==> config.mk <==
export PLATFORM = sky130hd
export DESIGN_NAME = tx_gearbox
export DESIGN_NICKNAME = d
export VERILOG_FILES = /design/src/rtl/pcs_pkg.sv /design/src/rtl/tx_gearbox.sv
export SDC_FILE = /design/constraint.sdc
export NUM_CORES = 1
export LEC_CHECK = 0
export CORE_AREA = 2 2 112 168
export CTS_CLUSTER_SIZE = 12
export DETAILED_ROUTE_END_ITERATION = 6
export DIE_AREA = 0 0 114 170
export PLACE_DENSITY = 0.59
export SETUP_SLACK_MARGIN = 0.3
export SYNTH_ARGS = -nofsm -noshare
export SYNTH_HDL_FRONTEND = slang
export SYNTH_SLANG_ARGS = --single-unit
==> constraint.sdc <==
create_clock -name i_clk -period 5.52 [get_ports i_clk]
set_input_delay 1.104 -clock i_clk [delete_from_list [all_inputs] [get_ports i_clk]]
set_output_delay 1.104 -clock i_clk [all_outputs]
set_load 0.03 [all_outputs]
==> src/rtl/pcs_pkg.sv <==
// Shared PCS definitions: block geometry, sync header codes and the encoded block payload.
package pcs_pkg;

    localparam int unsigned DATA_WIDTH  = 32;
    localparam int unsigned HDR_WIDTH   = 2;
    localparam int unsigned BLOCK_WIDTH = HDR_WIDTH + 2 * DATA_WIDTH;
    localparam int unsigned BUF_WIDTH   = 64;
    localparam int unsigned OCC_WIDTH   = 6;
    localparam int unsigned AVAIL_WIDTH = 7;

    localparam logic [HDR_WIDTH-1:0] SYNC_DATA = 2'b01;
    localparam logic [HDR_WIDTH-1:0] SYNC_CTRL = 2'b10;

    typedef struct packed {
        logic [HDR_WIDTH-1:0]             sync_hdr;
        logic [1:0][DATA_WIDTH-1:0]       data_word;
    } encoded_data_t;

endpackage

==> src/rtl/tx_gearbox.sv <==
// Transmit 66b->32b gearbox: packs header + two half-blocks into a continuous LSB-first word stream.
module tx_gearbox
    import pcs_pkg::*;
(
    input  logic                  i_clk,
    input  logic                  i_reset_n,
    input  logic [DATA_WIDTH-1:0] i_data,
    input  logic [HDR_WIDTH-1:0]  i_hdr,
    input  logic                  i_valid,
    output logic                  o_ready,
    output logic [DATA_WIDTH-1:0] o_data,
    output logic                  o_valid
);

    localparam int unsigned VEC_WIDTH  = DATA_WIDTH + HDR_WIDTH;
    localparam int unsigned COMB_WIDTH = BUF_WIDTH + HDR_WIDTH;

    logic [BUF_WIDTH-1:0]   pend_q, pend_d;
    logic [OCC_WIDTH-1:0]   occ_q, occ_d;
    logic                   phase_q, phase_d;
    logic [DATA_WIDTH-1:0]  data_q, data_d;
    logic                   valid_q, valid_d;

    logic                   acc;
    logic [VEC_WIDTH-1:0]   vec;
    logic [AVAIL_WIDTH-1:0] n_bits;
    logic [AVAIL_WIDTH-1:0] avail;
    logic [COMB_WIDTH-1:0]  comb;

    // A full 32-bit backlog forces one cycle of drain with no intake.
    assign o_ready = (occ_q != OCC_WIDTH'(DATA_WIDTH));
    assign acc     = i_valid & o_ready;

    assign o_data  = data_q;
    assign o_valid = valid_q;

    // Merge the accepted beat above the pending bits and emit a word once 32 bits are available.
    always_comb begin
        vec     = '0;
        n_bits  = '0;
        pend_d  = pend_q;
        occ_d   = occ_q;
        phase_d = phase_q ^ acc;
        data_d  = data_q;
        valid_d = 1'b0;

        // Unaccepted input must not leak into the pending buffer above occ.
        if (acc) begin
            vec    = phase_q ? VEC_WIDTH'(i_data) : {i_data, i_hdr};
            n_bits = phase_q ? AVAIL_WIDTH'(DATA_WIDTH) : AVAIL_WIDTH'(VEC_WIDTH);
        end

        comb  = COMB_WIDTH'(pend_q) | (COMB_WIDTH'(vec) << occ_q);
        avail = AVAIL_WIDTH'(occ_q) + n_bits;

        if (avail >= AVAIL_WIDTH'(DATA_WIDTH)) begin
            data_d  = comb[DATA_WIDTH-1:0];
            valid_d = 1'b1;
            pend_d  = BUF_WIDTH'(comb >> DATA_WIDTH);
            occ_d   = OCC_WIDTH'(avail - AVAIL_WIDTH'(DATA_WIDTH));
        end else begin
            pend_d  = comb[BUF_WIDTH-1:0];
            occ_d   = OCC_WIDTH'(avail);
        end
    end

    // Gearbox state and registered outputs.
    always_ff @(posedge i_clk or negedge i_reset_n) begin
        if (!i_reset_n) begin
            pend_q  <= '0;
            occ_q   <= '0;
            phase_q <= 1'b0;
            data_q  <= '0;
            valid_q <= 1'b0;
        end else begin
            pend_q  <= pend_d;
            occ_q   <= occ_d;
            phase_q <= phase_d;
            data_q  <= data_d;
            valid_q <= valid_d;
        end
    end

endmodule

======== Word-level counts from Yosys, hierarchy flattened ========
Cells that the tools add are included.
Widths: inputs -> output; s select.
storage, ports and cells
  logic and storage cells ................. 20
  bits of input ports ..................... 37
  output and inout bits ................... 34
  bits in registers ....................... 104
operators by class
  equality and inequality tests ........... 1
  add/sub/neg operators ................... 2
  order comparisons ....................... 1
  shift-type cells ........................ 1
  mux-type cells .......................... 7
  bitwise logic cells ..................... 3
operators by type and width
  operator             number
  $mux 34              2
  $or 64x66->66        1
  $shl 34x6->66        1
  $mux 64              1
  $mux 6               2
  $add 6x6->7          1
  $ge 7x6->1 const B   1
  $ne 6x6->1 const B   1
  $sub 6x6->6 const B  1
  $mux 2               1
  $and 1x1->1          1
  $mux 1               1
  $xor 1x1->1          1

======== Logic depth before layout (Yosys ltp) ========
  depth after elaboration ................. 6
  mapped depth ............................ 17
  mapped depth without buffers ............ 13

======== Least setup slack after synthesis ========
OpenSTA, ideal clock, no wires.
  path type ............................... register to register
  from .................................... register occ_q[2]
  to ...................................... register data_q[17], in the netlist o_data[17]
  required time ........................... 5.391 ns
  arrival ................................. 3.918 ns
  path buffers ............................ 6
  stages on the path, launching flop included .. 17
  setup time .............................. 0.129 ns
  setup slack ............................. 1.473 ns
  clock period less this slack ............ 4.047 ns
  cells stage by stage .................... dfrtp_1 > buf_2 > buf_2 > clkbuf_1 > clkbuf_1 > or4_1 > and2_1 > ha_1 > ha_1 > ha_1 > a31oi_1 > a21oi_1 > nor2_1 > buf_2 > clkbuf_1 > mux2i_1 > o21ai_0
between the ends
  word-level cells in the longest chain between the ends .. 5
  elaborated cells on any way between the ends .. 8
  classes of those cells .................. add/sub (1); order compare (1); eq/ne (1); shift (1); mux (2); bitwise (2)
RTL lines
  what                                          line                                RTL
  from (decl)                                   tx_gearbox.sv:19                    logic [OCC_WIDTH-1:0] occ_q, occ_d;
  from (signal assigned)                        tx_gearbox.sv:71                    occ_q <= '0;
  from (signal assigned)                        tx_gearbox.sv:77                    occ_q <= occ_d;
  $ne 6x6->1 (*)                                tx_gearbox.sv:31                    assign o_ready = (occ_q != OCC_WIDTH'(DATA_WIDTH));
  via o_ready                                   tx_gearbox.sv:10                    output logic o_ready,
  $and 1x1->1 (*)                               tx_gearbox.sv:32                    assign acc = i_valid & o_ready;
  $mux 6 or $mux 34 (tied branches)             tx_gearbox.sv:48                    if (acc) begin
  $add 6x6->7 or $shl 34x6->66 (tied branches)  tx_gearbox.sv:54, tx_gearbox.sv:53
  $ge 7x6->1 or $or 64x66->66 (tied branches)   tx_gearbox.sv:56, tx_gearbox.sv:53
  to (signal assigned)                          tx_gearbox.sv:79                    data_q <= data_d;
  to (decl)                                     tx_gearbox.sv:21                    logic [DATA_WIDTH-1:0] data_q, data_d;
Mark *: on every way through the listed nets, which the timed path passes. The rest lies on a longest branch.
A chain may end at the register's enable or synchronous reset.

======== Final worst setup path ========
  from .................................... input port i_valid
  to ...................................... register pend_q[4]
between the ends
  word-level cells in the longest chain between the ends .. 5
  elaborated cells on any way between the ends .. 8
  classes of those cells .................. add/sub (1); order compare (1); shift (1); mux (3); bitwise (2)
RTL lines
  what                                          line                                RTL
  from (decl)                                   tx_gearbox.sv:9                     input logic i_valid,
  $and 1x1->1 (*)                               tx_gearbox.sv:32
  $mux 6 or $mux 34 (tied branches)             tx_gearbox.sv:48
  $add 6x6->7 or $shl 34x6->66 (tied branches)  tx_gearbox.sv:54, tx_gearbox.sv:53
  $ge 7x6->1 or $or 64x66->66 (tied branches)   tx_gearbox.sv:56, tx_gearbox.sv:53
  $mux 64 (*)                                   tx_gearbox.sv:56                    if (avail >= AVAIL_WIDTH'(DATA_WIDTH)) begin
  via pend_d[4]                                 tx_gearbox.sv:18                    logic [BUF_WIDTH-1:0] pend_q, pend_d;
  to (signal assigned)                          tx_gearbox.sv:76                    pend_q <= pend_d;
  to (decl)                                     tx_gearbox.sv:18
Marked as above.

==> impl_metrics.env <==
export IMPL_arrival_ns=4.30
export IMPL_swShare_pct=50.35
export IMPL_antenna_found_initial=0
export IMPL_holdCritStartpoint="pend_q[14]"
export IMPL_cp_start_kind="primary input"
export IMPL_initial_core_util_pct=39.19
export IMPL_drc=0
export IMPL_post_cts_resize_count=0
export IMPL_finalHoldViolCount=0
export IMPL_dieArea_sq_mm=0.01938
export IMPL_worstPathCellList="clkdlybuf4s50_1, buf_4, nor2b_1, o21ai_1, o32ai_1, a221o_1, a31oi_1, mux2i_1"
export IMPL_synth_edff_count=0
export IMPL_switchingPower_uw=2681
export IMPL_ant_nets=0
export IMPL_r2r_start="occ_q[4]"
export IMPL_hold_class="register to register"
export IMPL_syn_to_final_growth_pct=16.08
export IMPL_cts_buffers=9
export IMPL_setup_tns_ns=0
export IMPL_cts_htree_levels=3
export IMPL_power_frac_clock_pct=12.0
export IMPL_cp_end_kind="register"
export IMPL_grt_max_degree=75
export IMPL_yosys_top_cells_area="dfrtp_1 (37%), mux2i_1 (8.1%), mux2_2 (5.5%), a21oi_1 (4.8%), mux4_2 (4.5%)"
export IMPL_grt_ovfl_total=0
export IMPL_cts_setup_buffers=0
export IMPL_power_density_mw_per_mm2=655.0
export IMPL_dr_pass1_iters=7
export IMPL_synth_mux_area_share_pct=19.17
export IMPL_grt_pass1_wl_mm=40.37
export IMPL_drtIter0Drc=552
export IMPL_rsz0062_at_grt="false"
export IMPL_rows=60
export IMPL_num_fill_cells=1790
export IMPL_tritoncts="yes"
export IMPL_synthAdderAreaFrac_pct=0.7147
export IMPL_achievable_frequency_mhz=248.8
export IMPL_regArea_sq_mm=0.002579
export IMPL_grt_pass1_vias=6627
export IMPL_ff2ff_setup_slack_ns=1.98
export IMPL_synth_compound_area_share_pct=25.91
export IMPL_hold_depth=1
export IMPL_place_hpwl_mm=20.05
export IMPL_critical_path_max_stage_delay_ns=0.94
export IMPL_combPwrFrac_pct=65.3
export IMPL_synth_top_family_by_area="compound AO/OA/AOI/OAI gates"
export IMPL_final_nets=821
export IMPL_synth_cells=743
export IMPL_io_pins=71
export IMPL_crit_family="compound AO/OA/AOI/OAI gates"
export IMPL_maxSlewHeadroom_pct=29.75
export IMPL_core_area_sq_mm=0.01787
export IMPL_power_share_sequential_pct=22.7
export IMPL_ys_ff_latch=103
export IMPL_crit_type="primary input to register"
export IMPL_internal_power_uw=2644
export IMPL_path_clk_slew_ns=0.08
export IMPL_peakVddDrop_mv=0.2348
export IMPL_finalMaxSlewViolations=0
export IMPL_rr_worst_depth=13
export IMPL_drive_gt1_share_pct=12.87
export IMPL_cts_hold_buffers=0
export IMPL_synthSimpleGateAreaFrac_pct=12.61
export IMPL_synth_warnings=0
export IMPL_min_period_ns=4.020
export IMPL_synthesis_area_sq_mm=0.007003
export IMPL_synth_nets=784
export IMPL_finalSetupViolCount=0
export IMPL_track_usage_pct=27.66
export IMPL_die_h_microns=170
export IMPL_power_total_uw=5325
export IMPL_finalCritPeriodShare_pct=72.82
export IMPL_power_leakage_uw=0.003301
export IMPL_syn_area_per_cell_sq_um=9.425
export IMPL_path_depth=8
export IMPL_ys_flop_type="dfrtp_1"
export IMPL_synth_top_area_share_pct=36.81
export IMPL_wirelength_mm=26.46
export IMPL_path_buf_inv=2
export IMPL_utilization_pct=45.50
export IMPL_cts_sinks=103
export IMPL_critical_path_required_ns=5.80
export IMPL_cts_buffer_depth=2
export IMPL_drv_cap=0
export IMPL_vias=6470
export IMPL_ys_seq_area_share_pct=36.81
export IMPL_portBuffers=70
export IMPL_clk_latency_ns=0.36
export IMPL_path_max_fanout=16
export IMPL_hold_end="pend_q[14]"
export IMPL_synth_cell_types=69
export IMPL_outcome="finished clean"
export IMPL_worstReg2RegEnd="pend_q[9]"
export IMPL_root_buffer="clkbuf_16"
export IMPL_worstMarginPinSlew_ns=1.043
export IMPL_wl_per_cell_microns=26.41
export IMPL_skew_ns=0.01036
export IMPL_viasPerCell=6.457
export IMPL_synth_xor_area_share_pct=0.3752
export IMPL_crit_slowest_cell="o32ai_1"
export IMPL_yosysTopAreaCell="dfrtp_1"
export IMPL_ys_async_sr_fraction_pct=100.0
export IMPL_chipWidth_microns=114
export IMPL_num_antenna_cells=0
export IMPL_finalWeightedCongestion=1.002
export IMPL_multi_input_area_sq_mm=0.004121
## layout by cell type, fill, tap and decap left out, types with 7 or more instances in the layout
master	Yosys	final
a211oi_1	8	8
a21oi_1	67	67
a221oi_1	13	13
a22oi_1	13	13
a31oi_1	15	15
and2_1	7	7
buf_4	3	17
clkbuf_16	0	9
clkdlybuf4s50_1	0	69
dfrtp_1	103	102
mux2_2	34	34
mux2i_1	57	57
mux4_2	14	14
nand2_1	43	43
nand2b_1	10	10
nand3_1	8	8
nor2_1	75	73
nor2b_1	8	8
nor3_1	19	19
o211ai_1	7	7
o21a_1	7	7
o21ai_0	31	31
o221ai_1	9	9
o22ai_1	29	29
o32ai_1	7	7
## worst max path at each step
stage	startpoint	end	slack, ns
final	i_valid	pend_q[4]	1.50
after global routing	i_valid	pend_q[8]	1.46
after CTS	i_valid	pend_q[4]	1.65
after detailed placement	i_valid	pend_q[4]	1.29
after global placement	i_valid	pend_q[4]	1.30
after floorplan	occ_q[2]	o_data[17]	1.47
## synthesized netlist by cell type (9+ instances only)
library cell / count
mux4_2: 14
a31oi_1: 15
mux2_2: 34
dfrtp_1: 103
mux2i_1: 57
nand2b_1: 10
a22oi_1: 13
nor3_1: 19
nor2_1: 75
nand2_1: 43
o221ai_1: 9
o22ai_1: 29
buf_2: 10
clkbuf_1: 40
o21ai_0: 31
a21oi_1: 67
a221oi_1: 13
## registers in the layout (all words and copies together), names as in the netlist
name / count
pend_q: 64
o_valid: 1
o_data: 32
occ_q: 5
phase_q: 1
## kinds of logic after synthesis
| family | after synthesis |
|---|---|
| adder cells (fa/ha/maj) | 4 |
| multiplexers | 111 |
| AO/OA/AOI/OAI | 263 |
| XOR/XNOR | 3 |
| flip-flops | 103 |
| buffers and inverters | 68 |
| AND/OR/NAND/NOR | 191 |
## power by group through the flow
stage	clock, uW	sequential [uW]	combinational [uW]
6_report	637	1210	3480
5_1_grt	677	1240	3680
4_1_cts	652	1210	3430
3_5_place_dp	0	1220	3410
3_3_place_gp	0	1210	3400
2_1_floorplan	0	1430	2080
## final cells by class
type | instances | share of cell area [%]
Tap cell | 217 | 3.340
Clock buffer | 10 | 2.817
Clock inverter | 6 | 0.7696
Inverter | 7 | 0.3386
Timing Repair Buffer | 87 | 10.31
Sequential cell | 103 | 31.72
Multi-Input combinational cell | 572 | 50.70
## per-stage QoR
stage	cell area, sq um	setup WS, ns	cells	hold WS (ns)
after floorplan	7003	1.473	743	0.4406
after global placement	7838	1.300	986	0.4529
after detailed placement	7838	1.292	986	0.4593
after CTS	8129	1.649	1002	0.4761
after global routing	8129	1.458	1002	0.5060
final	8129	1.501	1002	0.4699
## metal layers
metal	global-route usage, %	share of wire [%]	up-vias
met5	0	0	-
met4	15.06	5.8	0
met3	3.419	4.6	61
met2	45.89	48	247
met1	34.89	42	3226
li1	-	-	2936
No activity file was read; power rests on OpenSTA's default activity.
